### src/rtl/key_cond_pkg.sv
// Shared types and constants for the push-button conditioner.
package key_cond_pkg;

  localparam int HOLD_W = 16;

  typedef enum logic [1:0] {
    RELEASED     = 2'd0,
    PRESS_WAIT   = 2'd1,
    PRESSED      = 2'd2,
    RELEASE_WAIT = 2'd3
  } key_state_e;

  function automatic int cyc_per_ms(input int clk_hz);
    return clk_hz / 1000;
  endfunction

  function automatic int db_cycles(input int clk_hz, input int debounce_ms);
    return cyc_per_ms(clk_hz) * debounce_ms;
  endfunction

endpackage

### src/rtl/key_sync.sv
// Multi-flop synchronizer for the asynchronous key pin. Resets to 1 so an
// active-low button reads as released while in reset.
module key_sync #(
  parameter int SYNC_STAGES = 2
) (
  input  logic clk_i,
  input  logic rst_i,
  input  logic d_i,
  output logic q_o
);

  logic [SYNC_STAGES-1:0] sync_q;

  // shift the raw pin through the synchronizer chain
  always_ff @(posedge clk_i or posedge rst_i) begin
    if (rst_i) sync_q <= '1;
    else       sync_q <= {sync_q[SYNC_STAGES-2:0], d_i};
  end

  assign q_o = sync_q[SYNC_STAGES-1];

endmodule

### src/rtl/key_conditioner.sv
// Push-button front end: synchronizes and debounces the active-low key,
// emits press/release strobes, a saturating ms hold counter and a
// long-press strobe. Optional feature macro KEY_COND_GLITCH_CNT_EN adds a
// saturating count of rejected bounces on glitch_cnt_o.
module key_conditioner
  import key_cond_pkg::*;
#(
  parameter int CLK_HZ      = 50000000,
  parameter int DEBOUNCE_MS = 10,
  parameter int SYNC_STAGES = 2,
  parameter int HOLD_MS     = 1000
) (
  input  logic              clk_i,
  input  logic              reset_i,
  input  logic              key_n_i,
  output logic              key_level_o,
  output logic              press_o,
  output logic              release_o,
  output logic [HOLD_W-1:0] hold_ms_o,
  output logic              long_press_o
`ifdef KEY_COND_GLITCH_CNT_EN
  ,
  output logic [7:0]        glitch_cnt_o
`endif
);

  localparam int CYC_PER_MS = cyc_per_ms(CLK_HZ);
  localparam int DB_CYC     = db_cycles(CLK_HZ, DEBOUNCE_MS);
  localparam int DB_W       = (DB_CYC > 1) ? $clog2(DB_CYC) : 1;
  localparam int PS_W       = (CYC_PER_MS > 1) ? $clog2(CYC_PER_MS) : 1;
  localparam logic [DB_W-1:0] DB_LAST = DB_W'(DB_CYC - 1);
  localparam logic [PS_W-1:0] PS_LAST = PS_W'(CYC_PER_MS - 1);
  // long_press is only reachable when HOLD_MS fits the counter and is not 0
  localparam bit LP_EN = (HOLD_MS >= 1) && (HOLD_MS <= 65535);
  localparam logic [HOLD_W-1:0] LP_PRE = HOLD_W'(LP_EN ? HOLD_MS - 1 : 0);

  logic key_n_sync;
  logic ks;

  key_sync #(.SYNC_STAGES(SYNC_STAGES)) u_sync (
    .clk_i (clk_i),
    .rst_i (reset_i),
    .d_i   (key_n_i),
    .q_o   (key_n_sync)
  );

  assign ks = ~key_n_sync;

  key_state_e        state_q, state_d;
  logic [DB_W-1:0]   db_q, db_d;
  logic [PS_W-1:0]   ps_q, ps_d;
  logic [HOLD_W-1:0] hold_q, hold_d;
  logic              lvl_q, lvl_d;
  logic              press_q, press_d;
  logic              rel_q, rel_d;
  logic              lp_q, lp_d;

  // next-state: hold timing while the level is high, then debounce FSM
  always_comb begin
    state_d = state_q;
    db_d    = db_q;
    ps_d    = ps_q;
    hold_d  = hold_q;
    lvl_d   = lvl_q;
    press_d = 1'b0;
    rel_d   = 1'b0;
    lp_d    = 1'b0;

    // prescaler and hold counter run in PRESSED and RELEASE_WAIT, including
    // the edge that accepts the release
    if (lvl_q) begin
      if (ps_q == PS_LAST) begin
        ps_d = '0;
        if (hold_q != '1) hold_d = hold_q + 1'b1;
        if (LP_EN && hold_q == LP_PRE) lp_d = 1'b1;
      end else begin
        ps_d = ps_q + 1'b1;
      end
    end

    case (state_q)
      RELEASED: begin
        if (ks) begin
          state_d = PRESS_WAIT;
          db_d    = '0;
        end
      end
      PRESS_WAIT: begin
        if (!ks) begin
          state_d = RELEASED;
        end else if (db_q == DB_LAST) begin
          state_d = PRESSED;
          lvl_d   = 1'b1;
          press_d = 1'b1;
          hold_d  = '0;
          ps_d    = '0;
        end else begin
          db_d = db_q + 1'b1;
        end
      end
      PRESSED: begin
        if (!ks) begin
          state_d = RELEASE_WAIT;
          db_d    = '0;
        end
      end
      RELEASE_WAIT: begin
        if (ks) begin
          state_d = PRESSED;
        end else if (db_q == DB_LAST) begin
          state_d = RELEASED;
          lvl_d   = 1'b0;
          rel_d   = 1'b1;
        end else begin
          db_d = db_q + 1'b1;
        end
      end
      default: state_d = RELEASED;
    endcase
  end

  // FSM state, counters and registered outputs
  always_ff @(posedge clk_i or posedge reset_i) begin
    if (reset_i) begin
      state_q <= RELEASED;
      db_q    <= '0;
      ps_q    <= '0;
      hold_q  <= '0;
      lvl_q   <= 1'b0;
      press_q <= 1'b0;
      rel_q   <= 1'b0;
      lp_q    <= 1'b0;
    end else begin
      state_q <= state_d;
      db_q    <= db_d;
      ps_q    <= ps_d;
      hold_q  <= hold_d;
      lvl_q   <= lvl_d;
      press_q <= press_d;
      rel_q   <= rel_d;
      lp_q    <= lp_d;
    end
  end

  assign key_level_o  = lvl_q;
  assign press_o      = press_q;
  assign release_o    = rel_q;
  assign hold_ms_o    = hold_q;
  assign long_press_o = lp_q;

`ifdef KEY_COND_GLITCH_CNT_EN
  logic       bounce;
  logic [7:0] glitch_q;

  assign bounce = ((state_q == PRESS_WAIT) && !ks) ||
                  ((state_q == RELEASE_WAIT) && ks);

  // saturating count of bounces rejected by either wait state
  always_ff @(posedge clk_i or posedge reset_i) begin
    if (reset_i)                           glitch_q <= '0;
    else if (bounce && glitch_q != 8'hFF)  glitch_q <= glitch_q + 8'd1;
  end

  assign glitch_cnt_o = glitch_q;
`endif

endmodule

### config.mk
export PLATFORM = sky130hd
export DESIGN_NAME = key_conditioner
export DESIGN_NICKNAME = d
export VERILOG_FILES = /design/src/rtl/key_cond_pkg.sv /design/src/rtl/key_sync.sv /design/src/rtl/key_conditioner.sv
export SDC_FILE = /design/constraint.sdc
export NUM_CORES = 1
export LEC_CHECK = 0
export CAP_MARGIN = 30
export CORE_MARGIN = 3
export CORE_UTILIZATION = 50
export CTS_CLUSTER_SIZE = 25
export DETAILED_ROUTE_END_ITERATION = 16
export GPL_TIMING_DRIVEN = 0
export PLACE_DENSITY = 0.8
export SLEW_MARGIN = 20
export SYNTH_ARGS = -nofsm -noshare
export SYNTH_HDL_FRONTEND = slang
export SYNTH_SLANG_ARGS = --single-unit
### constraint.sdc
create_clock -name clk_i -period 3.15 [get_ports clk_i]
set_input_delay 0.63 -clock clk_i [delete_from_list [all_inputs] [get_ports clk_i]]
set_output_delay 0.63 -clock clk_i [all_outputs]
set_load 0.01 [all_outputs]
**Word-level counts from Yosys, hierarchy flattened**

Cells that the tools add are included.

- $add $sub $neg: 3
- Equal/unequal tests: 15
- Mux-type cells: 37
- Reductions and logical operators: 5

Operators with widths:

| cell | count |
|---|---|
| $mux W16 | 11 |
| $mux W19 | 5 |
| $pmux W19 S4 | 1 |
| $add A16 B1 Y16 const B | 2 |
| $add A19 B1 Y19 const B | 1 |
| $eq A19 B19 Y1 const B | 1 |
| $eq A16 B10 Y1 const B | 1 |
| $eq A16 B16 Y1 const B | 1 |
| $ne A16 B16 Y1 const B | 1 |
| $mux W1 | 12 |
| $mux W2 | 6 |
| $ne A2 B2 Y1 const B | 4 |
| $pmux W2 S4 | 1 |
| $reduce_and A4 Y1 | 2 |
| $reduce_and A5 Y1 | 1 |
| $eq A2 B2 Y1 const B | 2 |
| $ne A2 B1 Y1 const B | 2 |
| $ne A3 B2 Y1 const B | 1 |
| $ne A3 B3 Y1 const B | 1 |
| $eq A2 B1 Y1 const B | 1 |
| $logic_not A2 Y1 | 1 |
| $pmux W1 S2 | 1 |
| $reduce_bool A2 Y1 | 1 |

- Register bits after elaboration: 59
- Input port bits: 3
- Output and inout bits: 20
- Word-level logic and storage cells: 69

**Longest topological paths before layout**

Gate-level depths: netlist of the first run.

- Depth after elaboration: 7
- Depth in mapped cells: 8
- Depth with buffers taken out: 6

**Hierarchy**

A second synthesis of the first run with hierarchy kept.

- Cell total of the unflattened synthesis: 315
- Area total of the unflattened synthesis: 3062.9 um^2

By module, submodules not included:

| module | instances | cells an instance | area an instance (um^2) | seq. area each (um^2) |
|---|---|---|---|---|
| key_conditioner | 1 | 312 | 3006.6 | 1426.4 |
| key_sync | 1 | 3 | 56.3 | 52.6 |

**Worst setup path after synthesis of the first run**

No wires, ideal clock.

- Kind: flip-flop to flip-flop
- Start: register db_q[6]
- End: register ps_q[11]
- Data arrival time: 2.036 ns
- Data required time: 3.031 ns
- Slack: 0.995 ns
- Cell stages (with the launch flop): 7
- Buffers on the path: 1
- Clock period less this slack: 2.155 ns
- Path through: dfrtp_1 > or4_1 > nor4_2 > nor4b_4 > or2b_2 > buf_12 > nor2_2

- Longest elaborated chain between the ends: 4

RTL lines:

| item | line | source |
|---|---|---|
| start, declared | key_conditioner.sv:50 | `logic [DB_W-1:0] db_q, db_d;` |
| start signal, assigned | key_conditioner.sv:126 | `db_q <= '0;` |
| start signal, assigned | key_conditioner.sv:135 | `db_q <= db_d;` |
| $eq A19 B19 Y1 | key_conditioner.sv:91 | `end else if (db_q == DB_LAST) begin` |
| $mux W16 | key_conditioner.sv:91 |  |
| $mux W16 | key_conditioner.sv:89 | `if (!ks) begin` |
| $mux W16 | key_conditioner.sv:81 | `case (state_q)` |
| via ps_d[11] | key_conditioner.sv:51 | `logic [PS_W-1:0] ps_q, ps_d;` |
| end signal, assigned | key_conditioner.sv:136 | `ps_q <= ps_d;` |
| end, declared | key_conditioner.sv:51 |  |

The timed path passes the listed nets, and every way through them passes these cells.
A chain may end at the register's enable or synchronous reset.

**Worst setup path after layout of the first run**

- Start: register db_q[10]
- End: register db_q[5]

- Longest elaborated chain between the ends: 4
- Elaborated cells between the ends (all ways): 5
- Those cells by class: eq/ne (1); mux (4)

RTL lines:

| item | line |
|---|---|
| $eq A19 B19 Y1 * | key_conditioner.sv:91, key_conditioner.sv:110 |
| $mux W19 * | n/a |
| $mux W19 (on tied branches) | n/a |
| $pmux W19 S4 * | n/a |

Mark *: on every way between the ends. The rest lies on a longest branch, timed or not. The select of a mux whose other input is x is not followed.

==> results of run 1 <==
cell usage after synthesis (3+ instances only):
library cell,number
nor3_1,6
and4_1,4
nor2_1,35
nand3_1,19
o31ai_1,9
nand2_1,26
xor2_1,15
o41ai_1,3
dfrtp_1,57
or4_1,7
ha_1,3
and3_1,6
nor2_2,10
mux2i_1,5
o21ai_0,22
a21oi_1,8
nand4_1,22
clkbuf_1,12
xnor2_1,12
inv_1,11
nor4b_1,4
o21a_1,3
or3_1,3
and2_1,4
nor4_1,8
per-stage QoR:
step                instances  cell area (µm²)  hold WS (ns)
finish                    452             3759        0.3562
CTS                       452             3759        0.3574
detailed placement        436             3518        0.3470
global placement          436             3516        0.3463
global route              452             3759        0.3651
floorplan                 339             3202        0.3452
per-layer routing:
| layer | track usage, % | part of all wire, % | up-vias |
|---|---|---|---|
| met5 | 0 | 0 | - |
| met1 | 24.44 | 44 | 1284 |
| met4 | 7.338 | 1.4 | 0 |
| met2 | 33.08 | 48 | 92 |
| li1 | - | - | 1310 |
| met3 | 7.109 | 6.4 | 16 |
cells by family (layout without fill, tap and decap cells):
logic type / after synthesis / after routing / synth area share [%]
DFF: 59 / 59 / 46.19
AOI/OAI and AO/OA: 50 / 50 / 9.575
and+or+nand+nor: 170 / 170 / 30.64
muxes: 5 / 5 / 1.563
adders and majority gates: 3 / 3 / 1.172
xor gates and xnor gates: 27 / 27 / 7.386
buffers and inverters: 25 / 63 / 3.478
state kept, by name, indices dropped and copies added (netlist names), named ones only:
| signal | cells |
|---|---|
| ps_q | 16 |
| press_o | 1 |
| release_o | 1 |
| long_press_o | 1 |
| u_sync.sync_q | 2 |
| hold_ms_o | 16 |
| key_level_o | 1 |
| db_q | 19 |
| state_q | 1 |
layout make-up:
class / instances / share of cell area (%)
multi-input combinational: 255 / 42.88
sequential: 59 / 39.35
timing repair buffer: 22 / 5.859
clock buffer: 9 / 3.296
clock inverter: 7 / 3.096
tap: 75 / 2.497
buffer: 14 / 1.864
inverter: 11 / 1.165
power groups by stage:
stage / Combinational (mW) / Sequential [mW] / Clock, mW
after floorplan: 0.0310 / 0.786 / 0
after global placement: 0.0421 / 0.788 / 0
after detailed placement: 0.0437 / 0.788 / 0
after CTS: 0.0442 / 0.774 / 0.851
after global routing: 0.0513 / 0.775 / 0.890
final: 0.0432 / 0.774 / 0.829
worst min-delay path by stage:
stage	start	endpoint	slack [ns]	cells after the start
2_1_floorplan	u_sync.sync_q[0]$_DFF_PP1_	u_sync.sync_q[1]$_DFF_PP1_	0.35	0
3_3_place_gp	u_sync.sync_q[0]$_DFF_PP1_	u_sync.sync_q[1]$_DFF_PP1_	0.35	0
3_5_place_dp	u_sync.sync_q[0]$_DFF_PP1_	u_sync.sync_q[1]$_DFF_PP1_	0.35	0
4_1_cts	u_sync.sync_q[0]$_DFF_PP1_	u_sync.sync_q[1]$_DFF_PP1_	0.36	0
5_1_grt	u_sync.sync_q[0]$_DFF_PP1_	u_sync.sync_q[1]$_DFF_PP1_	0.37	0
6_report	u_sync.sync_q[0]$_DFF_PP1_	u_sync.sync_q[1]$_DFF_PP1_	0.36	0
worst max-delay path: stages, from the launching register on:
cell and delay [ns]:
dfrtp_1 0.36, clkbuf_1 0.19, nor4b_1 0.34, nand4b_1 0.23, o21ai_0 0.70, inv_1 0.14, nand2_1 0.14, buf_2 0.24
o31ai_1 0.12
==> impl_metrics.toml, run 1 <==
[outcome]
outcome = "completed"

[floorplanning]
num_rows = 28
die_h_um = 86.02
die_area_um2 = 7399
core-area_um2 = 6061
die_x_um = 86.02
pin_count = 23
start_util_pct = 52.83

[placement]
pre_cts_ws_ns = 0.6450
dpl.hpwl_um = 4576
portBuffers = 22
place.gp.congestion = 0.8412

[pwr]
switchingPower_mw = 0.3469
pwr-share-seq_pct = 47.0
internal_power_mw = 1.300
clkPwrFrac_pct = 50.4
switching_share_pct = 21.06
total_power_mw = 1.647
vdd_drop_max_v = 0.0002629
combPwrFrac_pct = 2.6
p_per_area_nw_per_um2 = 438.1
p_leak_nw = 1.492

[route]
drtPass1Iterations = 4
post_drt_via_cell_ratio = 5.978
wl_per_cell_um = 14.80
routed_wl_um = 6688
dr_total_vias = 2702
post-route-drc-count = 0
antenna_left = 0
first_iter_violations = 208

[clock_tree]
cts_max_level = 3
clk_latency_ns = 0.34
cts_resized = 0
cts_tree = "yes"
cts_root_buf = "clkbuf_8"
cts_hold_buf = 0
clk_pin_slew_ns = 0.07
cts_buffers = 9
post_cts_buffers = 0
cts.path.max_buffers = 2
cts.sinks = 59

[synthesis]
yosysWarnings = 0
synth_edf_count = 0
synth_fp_nets = 345
synth_top_area_share_pct = 44.55
yosys-top-cells-area = "dfrtp_1, nand4_1, nor2_1, xor2_1, o21ai_0"
ys_ff_latch = 59
syn_area_um2 = 3202
synth_cell_types = 44
avgSynthCellArea_um2 = 9.445
postSynthCellCount = 339
ys_async_sr_fraction_pct = 100.0
synth_ff_type = "dfrtp_1"
yosysSeqAreaShare_pct = 46.19
synth_area_leader_cell = "dfrtp_1"

[sta]
tns_ns = 0
slew-limit-headroom_pct = 45.09
worst_pin_slew_ns = 0.8151
timing.final.hold_violations = 0
finalClockSkew_ns = 0.008380
fmax_mhz = 386.3
setup_slack_ns = 0.5615
rsz0062_at_grt = "no"
final_max_slew_viol_count = 0
fin_crit_ns = 2.589
setup_viol = 0
fin_crit_sh_pct = 82.18

[worst_setup_path]
rr_startpoint = "db_q[10]$_DFFE_PP0P_"
r2r-end = "db_q[5]$_DFFE_PP0P_"
critical_path_arrival_ns = 2.80
reg2reg_depth = 8
startpoint = "db_q[10]$_DFFE_PP0P_"
cp-endpoint = "db_q[5]$_DFFE_PP0P_"
crit_path_start_kind = "flip-flop"
r2r_setup_slack_ns = 0.56
critPathKind = "flip-flop to flip-flop"
critPathCaptureType = "flip-flop"
cp.required_ns = 3.36
worstPathMaxFanout = 10

[global_route]
grt_pass1_vias = 2698
grt_use_total_pct = 20.16
grt-ovfl-total = 0
grt_antenna_before_repair = 0
grt_pass1_wl_um = 11900
grt_max_degree = 60

[layout]
drive_gt1_share_pct = 9.549
postLayoutCoreUtil_pct = 62.01
layout_commonest_cell = "dfrtp_1"
fin_nets = 378
final_cell_mix = "dfrtp_1, nor2_1, nand2_1"
fill_cells = 498
multiInputGateArea_um2 = 1612
area_growth_syn_to_layout_pct = 17.39
diodes = 0
register_area_um2 = 1479

[worst_hold_path]
hold_path.class = "flip-flop to flip-flop"

[run]
cap_violations = 0
Note: power is estimated with default switching activity, not from simulation.
==> run 2, diff against run 1 <==
==> constraint.sdc (replaced) <==
create_clock -name clk_i -period 2.4 [get_ports clk_i]
set_input_delay 0.48 -clock clk_i [delete_from_list [all_inputs] [get_ports clk_i]]
set_output_delay 0.48 -clock clk_i [all_outputs]
set_load 0.01 [all_outputs]
==> run 2 against run 1 <==
Compared with the run above: register-to-register slack got worse by 0.44 ns; combinational power increased by 35%; design area increased by 1.8%; sequential share of layout area decreased by 0.69 points; global-route usage increased by 0.12 points; non-clock buffer count increased by 4; maximum frequency increased by 14%; cell count increased by 0.88%; first-iteration DRC count decreased by 3.8%; clock-buffer cell count unchanged; core utilization increased by 1.1 points.
==> impl_metrics.toml, run 2 (synthesis gave the netlist of run 1 again) <==
[outcome]
outcome = "completed"

[sta]
slew-limit-headroom_pct = 47.83
finalClockSkew_ns = 0.009200
fmax_mhz = 439.2
timing.final.hold_violations = 0
final_max_slew_viol_count = 0
setup_slack_ns = 0.1232
rsz0062_at_grt = "yes"
setup_viol = 0
worst_pin_slew_ns = 0.7754
fin_crit_sh_pct = 94.86
fin_crit_ns = 2.277

[layout]
diodes = 0
largest_reg_flops = 19
area_growth_syn_to_layout_pct = 19.50
stdcell_count = 456
final_cell_mix = "dfrtp_1, nor2_1, nand2_1"
fill_cells = 491
fin_nets = 382
largest-register = "db_q"
layout_commonest_cell = "dfrtp_1"
postLayoutCoreUtil_pct = 63.13
drive_gt1_share_pct = 11.81

[floorplanning]
start_util_pct = 52.83
num_rows = 28
die_h_um = 86.02
core-area_um2 = 6061
die_area_um2 = 7399
pin_count = 23
die_x_um = 86.02

[global_route]
grt_pass1_wl_um = 11970
grt-ovfl-total = 0
grt_max_degree = 60
grt_antenna_before_repair = 0
grt_pass1_vias = 2722
grt_use_total_pct = 20.28

[worst_hold_path]
hold_depth = 0
min_to = "u_sync.sync_q[1]$_DFF_PP1_"
min_from = "u_sync.sync_q[0]$_DFF_PP1_"
hold_path.class = "flip-flop to flip-flop"

[placement]
place.gp.congestion = 0.8412
dpl.hpwl_um = 4576
pre_cts_ws_ns = -0.1050
numPlacedInstances = 436
portBuffers = 22

[worst_setup_path]
rr_startpoint = "ps_q[11]$_DFF_PP0_"
reg2reg_depth = 6
critPathCaptureType = "flip-flop"
critPathKind = "flip-flop to flip-flop"
cpPeakStageDelay_ns = 0.65
r2r_setup_slack_ns = 0.12
cp.required_ns = 2.67
r2r-end = "hold_ms_o[9]$_DFF_PP0_"
worstPathMaxFanout = 7
crit_chain = "or4b_1 > nor4_4 > buf_4 > nand3_2 > or4_1 > a21oi_1"
critical_path_arrival_ns = 2.54
cp_slowest_cell = "or4b_1"
crit_path_start_kind = "flip-flop"

[run]
cap_violations = 0

[clock_tree]
cts.sinks = 59
clk_pin_slew_ns = 0.07
cts.path.max_buffers = 2
cts_max_level = 3
cts_buffers = 9
cts_tree = "yes"
cts_root_buf = "clkbuf_8"
clk_latency_ns = 0.34

[pwr]
p_leak_nw = 1.522
vdd_drop_max_v = 0.0003451
p_per_area_nw_per_um2 = 565.4
total_power_mw = 2.163
clkPwrFrac_pct = 50.3
pwr-share-seq_pct = 47.0
combPwrFrac_pct = 2.7
internal_power_mw = 1.707
switching_share_pct = 21.09
switchingPower_mw = 0.4563

[route]
first_iter_violations = 200
post_drt_via_cell_ratio = 5.971
drtPass1Iterations = 6
post-route-drc-count = 0
dr_total_vias = 2723
antenna_left = 0
wl_per_cell_um = 15.12
routed_wl_um = 6893
-- run 2: cell types whose count changed in the layout (fill, tap and decap cells not counted), sizes merged --
cell / previous run / this run
clkbuf: 21 / 20
buf: 2 / 7
-- run 2: repair_timing --
action | 4_1_cts | 5_1_grt
setup buffers | 2 | 3
gates resized for setup | 1 | 7
endpoints found under the hold margin | 0 | 0
hold buffers | 0 | 0
pin swaps | 1 | 1
setup endpoints to repair | 27 | 30
-- run 2: metrics by stage --
stage                     instance area, µm²  hold slack, ns  TNS [ns]
after floorplan                         3202          0.3452         0
after global placement                  3516          0.3463    -31.67
after detailed placement                3518          0.3470    -1.684
after CTS                               3774          0.3574         0
after global routing                    3826          0.3651  -0.03774
final                                   3826          0.3562         0
-- run 2: how the worst max path moves through the flow --
stage	cells past startpoint	start	end
after floorplan	6	db_q[6]$_DFFE_PP0P_	ps_q[11]$_DFF_PP0_
after global placement	2	reset_i	press_o$_DFF_PP0_
after detailed placement	7	db_q[10]$_DFFE_PP0P_	ps_q[6]$_DFF_PP0_
after CTS	6	key_level_o$_DFFE_PP0P_	hold_ms_o[4]$_DFF_PP0_
after global routing	8	db_q[10]$_DFFE_PP0P_	db_q[5]$_DFFE_PP0P_
final	6	ps_q[11]$_DFF_PP0_	hold_ms_o[9]$_DFF_PP0_
-- run 2: cell type report --
type                    instances  area, µm²  share of cell area [%]
plain buffers                  13      67.56                   1.766
clock buffers                   9      123.9                   3.237
clock inverters                 7      116.4                   3.041
inverters                      11      43.79                   1.145
multi-input cells             255       1644                   42.97
flip-flops and latches         59       1479                   38.65
well taps                      75      93.84                   2.453
repair buffers                 27      257.7                   6.736
-- run 2: power by group through the flow --
stage | combinational, mW | clock [mW] | sequential (mW)
finish | 0.0585 | 1.09 | 1.02
global route | 0.0689 | 1.17 | 1.02
CTS | 0.0580 | 1.12 | 1.02
detailed placement | 0.0574 | 0 | 1.03
global placement | 0.0553 | 0 | 1.03
floorplan | 0.0407 | 0 | 1.03
-- run 2: per-layer routing --
metal  vias up  GRT usage (%)  wire length, µm
met5         -              0                0
met4         0          7.482              121
met3        16          7.109              396
met2        80          33.22             3328
met1      1306          24.63             3047
li1       1321              -                -
-- run 2: worst max-delay path, delay by kind of cell, from the launching register on --
family          cells  cell delay (ns)
simple gates        4             1.41
flops               1             0.45
buf+inv             1             0.18
compound gates      1             0.17
